`config.mk`:
```
export PLATFORM = sky130hd
export DESIGN_NAME = lsu
export DESIGN_NICKNAME = d
export VERILOG_FILES = /design/src/rtl/lsu_pkg.sv /design/src/rtl/lsu_align.sv /design/src/rtl/lsu.sv
export SDC_FILE = /design/constraint.sdc
export NUM_CORES = 1
export LEC_CHECK = 0
export BUFFER_PORTS_ARGS = -buffer_cell sky130_fd_sc_hd__buf_2
export CAP_MARGIN = 20
export CORE_MARGIN = 2
export CORE_UTILIZATION = 48
export CTS_CLUSTER_DIAMETER = 200
export DETAILED_ROUTE_END_ITERATION = 12
export GPL_TIMING_DRIVEN = 0
export PLACE_DENSITY = 0.81
export REMOVE_ABC_BUFFERS = 1
export SLEW_MARGIN = 20
export SYNTH_ARGS = -nofsm -noshare
export SYNTH_HDL_FRONTEND = slang
export SYNTH_SLANG_ARGS = --single-unit
```
`constraint.sdc`:
```
create_clock -name clock -period 4.2 [get_ports clock]
set_input_delay 0.21 -clock clock [delete_from_list [all_inputs] [get_ports clock]]
set_output_delay 0.21 -clock clock [all_outputs]
set_load 0.02 [all_outputs]
```
`src/rtl/lsu_pkg.sv`:
```
// lsu_pkg: funct3 load/store encodings and FSM states for the LSU
package lsu_pkg;
  localparam logic [2:0] OP_B  = 3'b000;
  localparam logic [2:0] OP_H  = 3'b001;
  localparam logic [2:0] OP_W  = 3'b010;
  localparam logic [2:0] OP_BU = 3'b100;
  localparam logic [2:0] OP_HU = 3'b101;
  typedef enum logic [1:0] {IDLE, ACCESS, RESP} state_t;
endpackage

```
`src/rtl/lsu_align.sv`:
```
// lsu_align: error detection, store lane strobes/replication and load extraction
module lsu_align import lsu_pkg::*; (
  input  logic [2:0]  op,
  input  logic        wen,
  input  logic [1:0]  off,
  input  logic [31:0] wdata,
  input  logic [31:0] rdata,
  output logic        err,
  output logic [3:0]  wstrb,
  output logic [31:0] wdata_rep,
  output logic [31:0] rdata_ext
);
  logic [31:0] sh;
  always_comb begin
    sh = rdata >> {off, 3'b000};
    err = !(op inside {OP_B, OP_H, OP_W, OP_BU, OP_HU}) || (wen && op[2]) ||
          (op[1:0] == 2'b01 && off[0]) || (op[1:0] == 2'b10 && off != 2'b00);
    wstrb = op[1:0] == 2'b00 ? 4'b0001 << off : op[1:0] == 2'b01 ? 4'b0011 << off : 4'b1111;
    wdata_rep = op[1:0] == 2'b00 ? {4{wdata[7:0]}} : op[1:0] == 2'b01 ? {2{wdata[15:0]}} : wdata;
    rdata_ext = op == OP_B  ? {{24{sh[7]}}, sh[7:0]} :
                op == OP_BU ? {24'b0, sh[7:0]} :
                op == OP_H  ? {{16{sh[15]}}, sh[15:0]} :
                op == OP_HU ? {16'b0, sh[15:0]} : sh;
  end
endmodule

```
`src/rtl/lsu.sv`:
```
// lsu: single-outstanding load/store unit, IDLE -> ACCESS -> RESP handshake FSM
module lsu import lsu_pkg::*; (
  input  logic        clock,
  input  logic        reset,
  input  logic        req_valid,
  output logic        req_ready,
  input  logic        req_wen,
  input  logic [2:0]  req_op,
  input  logic [31:0] req_addr,
  input  logic [31:0] req_wdata,
  input  logic [4:0]  req_rd,
  output logic        resp_valid,
  input  logic        resp_ready,
  output logic [31:0] resp_rdata,
  output logic [4:0]  resp_rd,
  output logic        resp_err,
  output logic        dmem_ren,
  output logic [31:0] dmem_raddr,
  input  logic [31:0] dmem_rdata,
  output logic        dmem_wen,
  output logic [31:0] dmem_waddr,
  output logic [31:0] dmem_wstrb,
  output logic [31:0] dmem_wdata
);
  state_t state;
  logic wen, err, xfer, access;
  logic [2:0] op;
  logic [31:0] addr, wdata, wdata_rep, rdata_ext;
  logic [4:0] rd;
  logic [3:0] wstrb;
  lsu_align u_align (.op, .wen, .off(addr[1:0]), .wdata, .rdata(dmem_rdata), .err, .wstrb, .wdata_rep, .rdata_ext);
  assign req_ready = state == IDLE || (state == RESP && resp_ready);
  assign xfer = req_valid && req_ready;
  // memory strobes decode straight from state so an async reset kills them at once
  assign access = state == ACCESS && !err;
  assign dmem_ren = access && !wen;
  assign dmem_wen = access && wen;
  assign dmem_raddr = dmem_ren ? {addr[31:2], 2'b00} : 32'b0;
  assign dmem_waddr = dmem_wen ? {addr[31:2], 2'b00} : 32'b0;
  assign dmem_wstrb = dmem_wen ? {28'b0, wstrb} : 32'b0;
  assign dmem_wdata = dmem_wen ? wdata_rep : 32'b0;
  always_ff @(posedge clock or posedge reset)
    if (reset) begin
      state <= IDLE;
      wen <= 1'b0;
      op <= 3'b0;
      addr <= 32'b0;
      wdata <= 32'b0;
      rd <= 5'b0;
      resp_valid <= 1'b0;
      resp_rdata <= 32'b0;
      resp_rd <= 5'b0;
      resp_err <= 1'b0;
    end else begin
      if (xfer) begin
        state <= ACCESS;
        wen <= req_wen;
        op <= req_op;
        addr <= req_addr;
        wdata <= req_wdata;
        rd <= req_rd;
      end
      if (state == ACCESS) begin
        state <= RESP;
        resp_valid <= 1'b1;
        resp_rdata <= (err || wen) ? 32'b0 : rdata_ext;
        resp_rd <= rd;
        resp_err <= err;
      end else if (state == RESP && resp_ready) begin
        resp_valid <= 1'b0;
        if (!xfer) state <= IDLE;
      end
    end
endmodule

```
==> metrics.txt, run 1 <==
CP Cell Sequence inv_1 > ha_1 > nor2b_1 > o22ai_4 > nand4b_1 > inv_2 > and2_1 > buf_2; post-synthesis cell type count 38; Slew Viols, Final 0; commonest non-fill, non-tap cell in the layout buf_2; H-tree depth 4; combinational share of power roughly 41%; Netlist Area Pre-Place slightly above 6000 um2; NumNets Final around 940; flop-to-flop setup slack about 1.2 ns; sequential share of the synthesized area between 40% and 50%; Placed Instance Area roughly 7500 um2; syn avg cell area roughly 10 um2; Worst-path clk slew ~0.050 ns; Sw Share about two fifths; clock buffer depth 2; pre-CTS WS between 0.5 and 0.6 ns; initial antenna violation count 0; Worst-Margin Slew 1.07 ns; Worst EP arrival ~3.6 ns; Hold Crit Endpoint wdata[21]; die width between 100 and 150 um; Worst EP required 3.99 ns; residual DRC count 0; total number of vias between 5k and 6k; outcome completed; Synth warnings 0; input/output buffers 246; 1st-pass router iterations 4; GRT overflow 0; final hold violation count 0; later-pin clock latency in the skew report slightly above 0.4 ns; RSZ-0062 raised after global routing false; CTS tree yes; Reg power frac roughly 37%; Power Dens Cells about 740 nW/um2; CP startpoint kind flop; most frequent cells in the layout buf_2 (246), dfrtp_1 (111), nand2_1 (65); Non-Filler Cell Area, Final roughly 8000 um2; fmax ~0.26 GHz; DR WL/cell 16.1 um; CTS Root Cell clkbuf_16; CP Launch Point addr[0]; CP Class flop to output pin; placer's final routability congestion estimate 0.810; first-pass GRT wire length approximately 26000 um; Final Setup Violations 0; Storage cell area 2860 um2; # fillers between 1k and 1.5k; clock sink count approximately 110; fin crit share about nine tenths; Int Pwr around 3.6 mW; remaining antenna violation count after routing 0; skew final between 0.005 and 0.006 ns; max-cap viol count 0; Post CTS Setup Buffer Count 0; CTS buffer count 17; R2R cell count 4; vias in the first global route approximately 5.2k; fraction of synthesized area in multiplexers between 20% and 30%; layout cells sized above 1 just over 40%; Core Area ~13000 um2; Hold Startpoint req_wdata[21]; worst vdd ir between 0.0004 and 0.0005 V; P_leak between 4 and 5 nW; Worst R2R End resp_rdata[20]; Crit path largest cell delay around 0.64 ns; largest net degree at the start of global routing 63; die height ~120 um; Period minus WS final between 3 and 4 ns; final worst slack around 0.42 ns; Worst Hold Depth 2; Slew HR between 20% and 30%; Hold Crit Class input pin to flop; Antenna Cells 0; post_cts resized 0; Sw Pwr between 2 and 2.5 mW; Max FO, Critical Path 39; GRT Overall Usage between 20% and 30%; Synth Area in Simple Gates around 15%; Multi-input gate area between 3000 and 4000 um2; post-synthesis adder-cell area fraction less than 1%; number of I/O pins about 280; 1st-iter DRT viols between 300 and 400; die area about 14000 um2; Area Growth Syn to Fin 29.3%; combinational family with the most area after synthesis multiplexers; Via density about 5.2; clock power share 22.7%; launching point of the worst reg2reg path op[0]; final WL around 16000 um; # rows roughly 40; Starting Density 49.2%; DPL Wire Length about 11000 um; capturing element type of the critical path output pin; Post-Synth XOR/XNOR Area 0%; Synth Register Bits 114; fraction of the mapped netlist area in compound gates under 10%; Post-Syn Instances approximately 600; slowest CP cell dfrtp_2
flip-flops by register name (all words and copies together), names as in the netlist:
name / flops
addr: 32
resp_rdata: 32
wdata: 32
rd: 5
resp_rd: 5
op: 3
state: 2
resp_err: 1
resp_valid: 1
wen: 1
worst max path at each step:
stage,end,cells after the start
2_1_floorplan,dmem_waddr[10],7
3_3_place_gp,dmem_waddr[28],8
3_5_place_dp,dmem_waddr[5],8
4_1_cts,dmem_waddr[28],8
5_1_grt,dmem_wdata[1],8
6_report,dmem_waddr[2],8
final cells by class:
class | instances | area share, %
clock buffers | 26 | 6.32
clock inverters | 5 | 0.621
inverters | 9 | 0.481
repair buffers | 254 | 17.1
multi-input cells | 428 | 37.4
flip-flops and latches | 114 | 35.5
well taps | 172 | 2.67
power groups by stage:
stage,Combinational (mW),Sequential (mW),Clock [mW]
final,2.42,2.17,1.35
after global routing,2.66,2.27,1.42
after CTS,2.44,2.17,1.37
after detailed placement,2.42,2.18,0
after global placement,2.29,2.17,0
after floorplan,1.53,2.22,0
cell families (layout without fill, tap and decap cells):
logic type,Yosys count,count (layout)
fa+ha+maj,4,4
buf+inv,87,294
compound gates,94,94
simple gates,183,183
mux,115,115
other cells,1,32
flops,114,114
repair_timing:
action	4_1_cts	5_1_grt
hold buffers	1	0
setup endpoints to repair	0	0
endpoints found under the hold margin	52	0
worst max-delay path, delay by kind of cell (launching register included):
| kind | cells | cell delay (ns) |
|---|---|---|
| buf+inv | 3 | 0.95 |
| simple gates | 3 | 0.76 |
| flops | 1 | 0.64 |
| compound gates | 1 | 0.57 |
| fa+ha+maj | 1 | 0.20 |
per-stage QoR:
stage,instances,utilization (%),TNS (ns),hold slack (ns),power (mW)
after floorplan,551,-,0,0.345,3.76
after global placement,969,57.8,-94.97,0.426,4.46
after detailed placement,975,59.0,0,0.286,4.60
after CTS,1007,63.5,0,0.00385,5.97
after global routing,1008,63.6,0,0.00285,6.34
final,1008,63.6,0,0.0156,5.94
metal layers:
metal / global-route usage, % / routed length (um)
met1: 29.8 / 6790
met5: 0 / 0
met4: 9.94 / 315
met2: 38.2 / 7940
met3: 7.12 / 1200
synthesized netlist by cell type, drive strengths merged:
| library cell | n | area, um2 |
|---|---|---|
| a211oi | 1 | 20.0 |
| a21o | 1 | 7.51 |
| a21oi | 40 | 200 |
| a221oi | 8 | 87.6 |
| a22o | 1 | 8.76 |
| a31oi | 9 | 56.3 |
| and2 | 39 | 244 |
| and3 | 30 | 188 |
| buf | 63 | 408 |
| clkbuf | 15 | 56.3 |
| conb | 1 | 3.75 |
| dfrtp | 114 | 2850 |
| ha | 4 | 50.1 |
| inv | 9 | 33.8 |
| mux2 | 88 | 991 |
| mux2i | 26 | 260 |
| mux4 | 1 | 22.5 |
| nand2 | 66 | 248 |
| nand2b | 2 | 12.5 |
| nand3 | 2 | 22.5 |
| nand4b | 1 | 8.76 |
| nor2 | 37 | 139 |
| nor2b | 2 | 12.5 |
| nor3 | 1 | 10.0 |
| nor3b | 1 | 18.8 |
| nor4b | 1 | 23.8 |
| o21ai | 17 | 85.1 |
| o22ai | 1 | 12.5 |
| o311ai | 16 | 140 |
| or2 | 1 | 6.26 |
No activity file was read; power rests on OpenSTA's default activity.
==> run 2, diff against run 1 <==
--- a/config.mk
+++ b/config.mk
@@ -7,12 +7,14 @@
 export LEC_CHECK = 0
 export BUFFER_PORTS_ARGS = -buffer_cell sky130_fd_sc_hd__buf_2
 export CAP_MARGIN = 20
+export CELL_PAD_IN_SITES_DETAIL_PLACEMENT = 1
+export CELL_PAD_IN_SITES_GLOBAL_PLACEMENT = 1
 export CORE_MARGIN = 2
-export CORE_UTILIZATION = 48
+export CORE_UTILIZATION = 35
 export CTS_CLUSTER_DIAMETER = 200
 export DETAILED_ROUTE_END_ITERATION = 12
 export GPL_TIMING_DRIVEN = 0
-export PLACE_DENSITY = 0.81
+export PLACE_DENSITY_LB_ADDON = 0.1
 export REMOVE_ABC_BUFFERS = 1
 export SLEW_MARGIN = 20
 export SYNTH_ARGS = -nofsm -noshare
==> run 2 against run 1 <==
  * Cell count up 6.0%
  * Critical endpoint is now dmem_waddr[24]
  * Core utilization down 16 points
  * Largest cell class unchanged
  * Die area up 36%
  * Highest routed layer unchanged
  * Cell area up 2.1%
  * Critical path type unchanged
==> metrics.txt, run 2 (synthesized netlist as in run 1, its figures left out) <==
first-pass GRT wire length 30000 um (was 26200 um); capturing element type of the critical path output pin (unchanged); placer's final routability congestion estimate 0.739 (was 0.810); worst vdd ir 0.000308 V (was 0.000419 V); P_leak 4.30 nW (was 4.27 nW); Worst EP required 3.99 ns (about the same); clock sink count 114 (unchanged); Placed Instance Area 7530 um2 (was 7470 um2); NumNets Final 941 (was 937); number of I/O pins 279 (unchanged); Hold Crit Class input pin to flop (unchanged); die height 137 um (was 118 um); vias in the first global route 5510 (was 5246); CTS tree yes (unchanged); setup_tns 0 ns (unchanged); Worst-Margin Slew 1.05 ns (was 1.07 ns); Max FO, Critical Path 39 (unchanged); commonest non-fill, non-tap cell in the layout buf_2 (unchanged); top sig layer met4 (unchanged); Power Dens Cells 755 nW/um2 (was 737 nW/um2); RSZ-0062 raised after global routing false (unchanged); met2 WL post-DR 10100 um (was 7940 um); CP Class flop to output pin (unchanged); CP startpoint kind flop (unchanged); Area Growth Syn to Fin 32.0% (was 29.3%); Core Area 17400 um2 (was 12700 um2); later-pin clock latency in the skew report 0.41 ns (about the same); 1st-pass router iterations 4 (unchanged); Worst EP arrival 3.58 ns (was 3.57 ns); die width 137 um (was 118 um); GRT Overall Usage 20.8% (was 23.7%); Worst-path clk slew 0.05 ns (about the same); final hold violation count 0 (unchanged); most frequent cells in the layout buf_2 (246), dfrtp_1 (110), nand2_1 (65) (was buf_2 (246), dfrtp_1 (111), nand2_1 (65)); top flop regs addr: 32 flops, resp_rdata: 32 flops, wdata: 32 flops (unchanged); largest net degree at the start of global routing 63 (unchanged); fin crit share 90.1% (was 90.0%); Period minus WS final 3.79 ns (was 3.78 ns); outcome completed (unchanged); met3 wire len 1530 um (was 1200 um); CTS Root Cell clkbuf_16 (unchanged); M1 WL 7750 um (was 6790 um); Slew Viols, Final 0 (unchanged); # rows 48 (was 41); CTS buffer count 17 (unchanged); layout cells sized above 1 42.0% (was 41.5%); Via density 5.01 (was 5.22); DPL Wire Length 13700 um (was 11400 um); clock buffer depth 2 (unchanged); final WL 19600 um (was 16200 um); die area 18900 um2 (was 13900 um2); Non-Filler Cell Area, Final 8230 um2 (was 8060 um2); remaining antenna violation count after routing 0 (unchanged); input/output buffers 246 (unchanged); Starting Density 35.9% (was 49.2%); residual DRC count 0 (unchanged); Final Setup Violations 0 (unchanged); fmax 0.264 GHz (was 0.265 GHz); max-cap viol count 0 (unchanged); 1st-iter DRT viols 179 (was 388); DR WL/cell 18.4 um (was 16.1 um); total number of vias 5347 (was 5260); GRT overflow 0 (unchanged); Slew HR 29.7% (was 28.4%); H-tree depth 4 (unchanged); initial antenna violation count 2 (was 0); skew final 0.00535 ns (was 0.00543 ns)
[run 2: through the flow]
stage	cells	hold slack [ns]	utilization (%)	worst slack, ns	total power, mW
2_1_floorplan	551	0.345	-	0.644	3.76
3_3_place_gp	1022	0.426	42.6	-1.28	4.52
3_5_place_dp	1028	0.342	43.4	0.190	4.71
4_1_cts	1064	0.000139	47.2	0.0805	6.28
5_1_grt	1066	0.00350	47.4	0.163	6.64
6_report	1068	0.0148	47.4	0.414	6.21
[run 2: critical path, stage by stage (launching register included)]
cell	delay, ns
dfrtp_4	0.71
inv_1	0.17
ha_1	0.26
nor2b_1	0.36
o22ai_4	0.28
nand4b_1	0.27
buf_6	0.18
clkinv_2	0.39
and2_1	0.35
buf_2	0.16
[run 2: worst paths after layout]
| path | endpoint | start | slack (ns) | cells after the start |
|---|---|---|---|---|
| max | dmem_waddr[24] | addr[0] | 0.41 | 9 |
| min | wdata[16] | req_wdata[16] | 0.01 | 2 |
| max reg2reg | resp_rdata[22] | op[1] | 1.31 | 5 |
| min reg2reg | resp_rd[0] | resp_rd[0] | 0.47 | 2 |
| max in group asynchronous | addr[1] | reset | 3.05 | 4 |
| min in group asynchronous | addr[22] | reset | 0.44 | 3 |
[run 2: layout make-up]
type                       instances  area, um2
sequential                       114       2860
tap                              225        282
inverter                           9       40.0
timing repair buffer             257       1400
clock inverter                     9        128
fill                            1998       9130
multi-input combinational        429       3020
clock buffer                      23        488
antenna                            2       5.00
[run 2: per-layer routing]
metal | track usage [%] | up-vias
met1 | 24.6 | 2664
met2 | 36.4 | 187
met3 | 6.44 | 19
met4 | 6.01 | 0
li1 | - | 2477
met5 | 0 | -
[run 2: timing repair]
action                     in CTS  in global routing
pin swaps                       1                  1
setup buffers                   0                  1
resized for setup               1                  3
hold endpoints to repair       63                  0
setup endpoints to repair      39                 38
hold buffers                    3                  0
cloned                          1                  0
[run 2: report_power, final]
group	switching [mW]	total (mW)	internal [mW]
logic	1.45	2.51	1.07
registers	0.562	2.19	1.63
clock network	0.509	1.50	0.993
total	2.52	6.21	3.69
